<file path="src/rtl/axi_rd_arb_pkg.sv">
// Shared types and constants for the two-requester AXI3 read arbiter.
// Requester ID values are the ones the ICache/DCache put on arid.
package axi_rd_arb_pkg;

    typedef enum logic [1:0] {
        IDLE = 2'd0,
        ADDR = 2'd1,
        DATA = 2'd2
    } state_e;

    localparam logic [1:0] AR_LOCK  = 2'b00;
    localparam logic [3:0] AR_CACHE = 4'b0000;
    localparam logic [2:0] AR_PROT  = 3'b000;

    localparam logic [3:0] ID_ICACHE_CACHED   = 4'b0011;
    localparam logic [3:0] ID_ICACHE_UNCACHED = 4'b0010;
    localparam logic [3:0] ID_DCACHE0         = 4'b0100;
    localparam logic [3:0] ID_DCACHE1         = 4'b0101;

endpackage

</file>
<file path="src/rtl/axi_rd_arbiter_rr_arb2.sv">
// Two-way round-robin grant: on a tie the requester not granted last wins.
// Purely combinational, one-hot (or zero) grant.
module rr_arb2 (
    input  logic [1:0] req,
    input  logic       last_gnt,
    output logic [1:0] gnt
);

    always_comb begin
        gnt = req;
        if (req == 2'b11) begin
            gnt = last_gnt ? 2'b01 : 2'b10;
        end
    end

endmodule

</file>
<file path="src/rtl/axi_rd_arbiter.sv">
// Shares one AXI3 read channel between ICache (m0) and DCache (m1): one burst at a
// time, registered AR slice, zero-latency R routing and beat-count checking.
module axi_rd_arbiter
    import axi_rd_arb_pkg::*;
#(
    parameter int unsigned ID_W   = 4,
    parameter int unsigned ADDR_W = 32,
    parameter int unsigned DATA_W = 32
) (
    input  logic              clk,
    input  logic              resetn,
    input  logic [ID_W-1:0]   m0_arid,
    input  logic [ADDR_W-1:0] m0_araddr,
    input  logic [3:0]        m0_arlen,
    input  logic [2:0]        m0_arsize,
    input  logic [1:0]        m0_arburst,
    input  logic              m0_arvalid,
    output logic              m0_arready,
    output logic [ID_W-1:0]   m0_rid,
    output logic [DATA_W-1:0] m0_rdata,
    output logic [1:0]        m0_rresp,
    output logic              m0_rlast,
    output logic              m0_rvalid,
    input  logic              m0_rready,
    input  logic [ID_W-1:0]   m1_arid,
    input  logic [ADDR_W-1:0] m1_araddr,
    input  logic [3:0]        m1_arlen,
    input  logic [2:0]        m1_arsize,
    input  logic [1:0]        m1_arburst,
    input  logic              m1_arvalid,
    output logic              m1_arready,
    output logic [ID_W-1:0]   m1_rid,
    output logic [DATA_W-1:0] m1_rdata,
    output logic [1:0]        m1_rresp,
    output logic              m1_rlast,
    output logic              m1_rvalid,
    input  logic              m1_rready,
    output logic [ID_W-1:0]   s_arid,
    output logic [ADDR_W-1:0] s_araddr,
    output logic [3:0]        s_arlen,
    output logic [2:0]        s_arsize,
    output logic [1:0]        s_arburst,
    output logic [1:0]        s_arlock,
    output logic [3:0]        s_arcache,
    output logic [2:0]        s_arprot,
    output logic              s_arvalid,
    input  logic              s_arready,
    input  logic [ID_W-1:0]   s_rid,
    input  logic [DATA_W-1:0] s_rdata,
    input  logic [1:0]        s_rresp,
    input  logic              s_rlast,
    input  logic              s_rvalid,
    output logic              s_rready,
    output logic              len_err
);

    state_e            state, state_nxt;
    logic [1:0]        req, gnt_oh;
    logic              gnt_q, last_gnt;
    logic              grant_fire, r_beat;
    logic [ID_W-1:0]   ar_id_p1;
    logic [ADDR_W-1:0] ar_addr_p1;
    logic [2:0]        ar_size_p1;
    logic [1:0]        ar_burst_p1;
    logic [3:0]        len_q, beat_cnt;

    assign req        = {m1_arvalid, m0_arvalid};
    assign grant_fire = (state == IDLE) && (req != 2'b00);
    assign r_beat     = (state == DATA) && s_rvalid && s_rready;

    rr_arb2 u_rr_arb2 (
        .req      (req),
        .last_gnt (last_gnt),
        .gnt      (gnt_oh)
    );

    always_ff @(posedge clk) begin
        if (!resetn) begin
            state <= IDLE;
        end else begin
            state <= state_nxt;
        end
    end

    always_comb begin
        state_nxt = state;
        case (state)
            IDLE:    if (req != 2'b00) state_nxt = ADDR;
            ADDR:    if (s_arready) state_nxt = DATA;
            DATA:    if (r_beat && s_rlast) state_nxt = IDLE;
            default: state_nxt = IDLE;
        endcase
    end

    // Outputs: arready only for the grantee in IDLE, R routed to gnt_q in DATA.
    always_comb begin
        m0_arready = 1'b0;
        m1_arready = 1'b0;
        s_arvalid  = 1'b0;
        s_rready   = 1'b0;
        m0_rid     = '0;
        m0_rdata   = '0;
        m0_rresp   = '0;
        m0_rlast   = 1'b0;
        m0_rvalid  = 1'b0;
        m1_rid     = '0;
        m1_rdata   = '0;
        m1_rresp   = '0;
        m1_rlast   = 1'b0;
        m1_rvalid  = 1'b0;
        case (state)
            IDLE: begin
                m0_arready = resetn && gnt_oh[0];
                m1_arready = resetn && gnt_oh[1];
            end
            ADDR: s_arvalid = 1'b1;
            DATA: begin
                if (gnt_q) begin
                    m1_rid    = s_rid;
                    m1_rdata  = s_rdata;
                    m1_rresp  = s_rresp;
                    m1_rlast  = s_rlast;
                    m1_rvalid = s_rvalid;
                    s_rready  = m1_rready;
                end else begin
                    m0_rid    = s_rid;
                    m0_rdata  = s_rdata;
                    m0_rresp  = s_rresp;
                    m0_rlast  = s_rlast;
                    m0_rvalid = s_rvalid;
                    s_rready  = m0_rready;
                end
            end
            default: ;
        endcase
    end

    // Stage p1: AR register slice, loaded only on a grant.
    always_ff @(posedge clk) begin
        if (!resetn) begin
            gnt_q       <= 1'b0;
            ar_id_p1    <= '0;
            ar_addr_p1  <= '0;
            len_q       <= '0;
            ar_size_p1  <= '0;
            ar_burst_p1 <= '0;
        end else if (grant_fire) begin
            gnt_q <= gnt_oh[1];
            if (gnt_oh[1]) begin
                ar_id_p1    <= m1_arid;
                ar_addr_p1  <= m1_araddr;
                len_q       <= m1_arlen;
                ar_size_p1  <= m1_arsize;
                ar_burst_p1 <= m1_arburst;
            end else begin
                ar_id_p1    <= m0_arid;
                ar_addr_p1  <= m0_araddr;
                len_q       <= m0_arlen;
                ar_size_p1  <= m0_arsize;
                ar_burst_p1 <= m0_arburst;
            end
        end
    end

    // A short burst (early rlast) and a long one (beat len_q not last) both flag.
    always_ff @(posedge clk) begin
        if (!resetn) begin
            beat_cnt <= '0;
            last_gnt <= 1'b1;
            len_err  <= 1'b0;
        end else begin
            len_err <= r_beat && (s_rlast ? (beat_cnt != len_q) : (beat_cnt == len_q));
            if (grant_fire) begin
                beat_cnt <= '0;
            end else if (r_beat) begin
                beat_cnt <= beat_cnt + 4'd1;
            end
            if ((state == ADDR) && s_arready) begin
                last_gnt <= gnt_q;
            end
        end
    end

    assign s_arid    = ar_id_p1;
    assign s_araddr  = ar_addr_p1;
    assign s_arlen   = len_q;
    assign s_arsize  = ar_size_p1;
    assign s_arburst = ar_burst_p1;
    assign s_arlock  = AR_LOCK;
    assign s_arcache = AR_CACHE;
    assign s_arprot  = AR_PROT;

endmodule

</file>
<file path="config.mk">
export PLATFORM = sky130hd
export DESIGN_NAME = axi_rd_arbiter
export DESIGN_NICKNAME = d
export VERILOG_FILES = /design/src/rtl/axi_rd_arb_pkg.sv /design/src/rtl/axi_rd_arbiter_rr_arb2.sv /design/src/rtl/axi_rd_arbiter.sv
export SDC_FILE = /design/constraint.sdc
export NUM_CORES = 1
export LEC_CHECK = 0
export ABC_AREA = 1
export CAP_MARGIN = 20
export CORE_MARGIN = 8
export CORE_UTILIZATION = 30
export DETAILED_ROUTE_END_ITERATION = 8
export PLACE_DENSITY = 0.82
export RECOVER_POWER = 50
export SYNTH_ARGS = -nofsm -noshare
export SYNTH_HDL_FRONTEND = slang
export SYNTH_SLANG_ARGS = --single-unit
</file>
<file path="constraint.sdc">
create_clock -name clk -period 1.4 [get_ports clk]
set_input_delay 0.35 -clock clk [delete_from_list [all_inputs] [get_ports clk]]
set_output_delay 0.35 -clock clk [all_outputs]
set_load 0.01 [all_outputs]
</file>
==> results by group <==
Worst setup path
  • CP max stage cell: dfxtp_2
  • Crit Path Max Fanout: 20
  • Arrival @ worst endpoint: 1.41 ns
  • R2r worst-path depth: 9
  • CP startpoint: state[1]
  • Slack of the worst reg-to-reg path: -0.06 ns
  • Critical path endpoint category: output port
  • Critical path depth: 6
  • CP bufs+invs: 3
  • Crit Path Class: reg2out
  • Critical path cell sequence: inv_2 > nor2_4 > nand2_4 > buf_12 > nor2_1 > buf_2
  • Crit path largest cell delay: 0.34 ns
  • Critical path launch point type: flip-flop
  • Crit path max-delay family: simple AND/OR/NAND/NOR gates
  • RR Endpoint: beat_cnt[2]
  • Reg2reg start: state[1]
  • CP required: 1.05 ns
  • Worst Setup EP: m0_rdata[23]

Clocking
  • Depth of the CTS H-tree: 2
  • Clock slew at reported path FFs: 0.09 ns
  • Total CTS buffers: 5
  • CTS Buffer Depth: 2
  • CTS Sinks: 54
  • Root buf cell: clkbuf_8
  • CTS tree: yes
  • Insertion delay to the later sink of the worst-skew pair: 0.31 ns

Timing
  • Fin worst setup slack: -0.360 ns
  • Final setup fails: 89
  • Max Freq: 568 MHz
  • Clk_skew: 0.00400 ns
  • RSZ-0062 raised after global routing: true
  • Minimum clock period: 1.76 ns
  • Final period utilization: 126%
  • Final hold viol count: 0
  • Slew Viols, Final: 0

Floorplan
  • CORE AREA: 10800 um^2
  • Die Ht: 121 um
  • Die area: 14600 um^2
  • Die W: 121 um
  • Top-Level Pins: 276
  • Row cnt: 38
  • Initial Util: 30.6%

Logic synthesis
  • Cell count after synthesis: 565
  • Post-synthesis sequential area ratio: 32.8%
  • Mux contribution to synthesized area: 0%
  • Synth cell types: 22
  • XOR/XNOR Fraction of Synth Area: 0.531%
  • Synth top area share: 32.8%
  • Yosys warns: 0
  • Largest family of logic cells by synthesized area: simple AND/OR/NAND/NOR gates
  • Compound-Gate Fraction of Synth Area: 8.84%
  • Top post-synthesis cells by area: dfxtp_1 33%, nand2_1 14%, nand3_1 13%, inv_1 11%, nor2_1 10%
  • Syn Area/Cell: 5.84 um^2
  • Area share of fa/ha/maj cells after synthesis: 0.379%
  • Register bit total from synthesis: 54
  • Synth Cell Area: 3300 um^2
  • Synth Area in Simple Gates: 38.7%
  • Area leader, netlist: dfxtp_1

Placed design
  • Placer Congestion: 0.795
  • DP Worst Slack: -0.597 ns
  • Dpl cell area: 6200 um^2
  • PortBufs: 266
  • DP Wirelength: 11300 um
  • Post-placement cell count: 960

Layout
  • Nets@finish: 978
  • Final Util: 57.7%
  • Cell area after layout: 6220 um^2
  • Fillcell total: 1089
  • Fin cells: 982
  • Synthesis-to-layout area growth: 88.6%
  • Layout cells sized above 1: 22.5%

Routing
  • Iteration-0 DRC Markers: 140
  • Routed WL per cell: 15.5 um
  • Routed Antenna Nets: 0
  • TritonRoute pass-1 iters: 4
  • Final wirelength: 15300 um
  • Mean number of vias per cell: 4.47
  • Residual DRC count: 0
  • Total number of vias: 4389

Global routing
  • GRT Total Usage: 18.7%
  • Largest net degree at the start of global routing: 47
  • Total global routing overflow: 0
  • First-pass GRT wire length: 21700 um
  • Initial antenna violation count: 1
  • Vias in the first global route: 4171

Job
  • Maximum capacitance violations: 0

Pwr
  • Sequential Power Share: 38.3%
  • Static Leak: 3.52 nW
  • Int Power: 0.00316 W
  • Sw Share: 31.9%
  • Power Total: 0.00464 W
  • Max VDD drop: 0.000581 V
  • PwrDens: 746 nW/um^2
  • Clk pwr share: 22.5%
  • Gate power share: 39.2%
  • Net Sw Power: 0.00148 W

Worst hold path
  • Worst min-delay path category: reg2reg

Outcome
  • Failing checks: negative setup slack
  • Status: finished, violations left
==> layer usage <==
| layer | part of all wire, % | wire length (um) | global-route usage [%] | vias to the layer above |
|---|---|---|---|---|
| met5 | 0 | 0 | 0 | - |
| met4 | 2.2 | 337 | 5.85 | 0 |
| met3 | 10 | 1540 | 7.63 | 24 |
| met2 | 51 | 7850 | 34.0 | 187 |
| met1 | 36 | 5550 | 19.0 | 1929 |
| li1 | - | - | - | 2249 |
==> how the worst min path moves through the flow <==
stage	from	endpoint	slack, ns	depth (start not counted)
2_1_floorplan	beat_cnt[3]	beat_cnt[3]	0.46	2
3_3_place_gp	s_araddr[26]	s_araddr[26]	0.46	2
3_5_place_dp	s_araddr[16]	s_araddr[16]	0.46	2
4_1_cts	resetn	gnt_q	0.44	4
5_1_grt	resetn	gnt_q	0.49	4
6_report	s_araddr[27]	s_araddr[27]	0.47	2
==> registers in the layout, summed over array words and instances (netlist names) <==
register,count
s_araddr,32
beat_cnt,4
s_arid,4
s_arlen,4
s_arsize,3
s_arburst,2
state,2
gnt_q,1
last_gnt,1
len_err,1
==> synthesized netlist by cell type (all sizes together) <==
cell    number
inv        100
nand3       88
a21oi        5
nand4        1
o211ai       2
nor2        91
xor2         2
clkbuf      19
nand2      128
buf         25
o21ai       43
dfxtp       54
conb         1
ha           1
o22ai        5
==> worst register-to-register path: stages (launching register included) <==
cell and delay [ns]:
dfxtp_2 0.34, inv_2 0.04, nor2_4 0.16, buf_4 0.13, buf_4 0.09, buf_4 0.11, nand3_1 0.19, inv_2 0.14
nand2_1 0.06, a21oi_1 0.12
==> placed cells by master, fill, tap and decap left out, drive strengths merged, types with 2 or more instances in the layout <==
master and n:
clkdlybuf4s50 133, nand2 128, buf 118, inv 100, nor2 91, nand3 88, dfxtp 54, o21ai 43
clkbuf 38, dlymetal6s4s 17, conb 9, o22ai 5, a21oi 5, dlymetal6s2s 4, xor2 2, o211ai 2
==> stage by stage <==
stage | hold WS (ns) | setup TNS (ns)
after floorplan | 0.458 | 0
after global placement | 0.457 | -59.52
after detailed placement | 0.462 | -61.55
after CTS | 0.441 | -31.26
after global routing | 0.485 | -35.59
final | 0.469 | -26.28
==> cell type report <==
| cell class | count | area [um^2] | share of cell area [%] |
|---|---|---|---|
| clock buffer | 7 | 76.3 | 1.23 |
| timing repair buffer | 304 | 2660 | 42.7 |
| antenna | 1 | 2.50 | 0.0402 |
| clock inverter | 1 | 30.0 | 0.483 |
| inverter | 100 | 378 | 6.07 |
| multi-input combinational | 375 | 1820 | 29.3 |
| sequential | 54 | 1080 | 17.4 |
| tap | 140 | 175 | 2.81 |
==> repair_timing <==
item	in CTS	in global routing
pin swaps	1	5
endpoints found under the hold margin	0	0
hold buffers	0	0
setup buffers	1	5
setup endpoints to repair	180	181
resized for setup	345	123
gates cloned	2	6
==> kinds of logic after synthesis <==
logic type,count (synthesis)
adders and majority gates,1
other,1
buffers and inverters,144
AOI/OAI and AO/OA,55
xor gates and xnor gates,2
and+or+nand+nor,308
DFF,54
==> power by group through the flow <==
stage	combinational, W	sequential [W]	clock (W)
after CTS	0.00180	0.00178	0.00107
after detailed placement	0.00180	0.00181	0
after floorplan	0.000659	0.00188	0
after global placement	0.00179	0.00180	0
after global routing	0.00199	0.00180	0.00113
final	0.00182	0.00178	0.00104
Power figures use the tool's default switching activity.
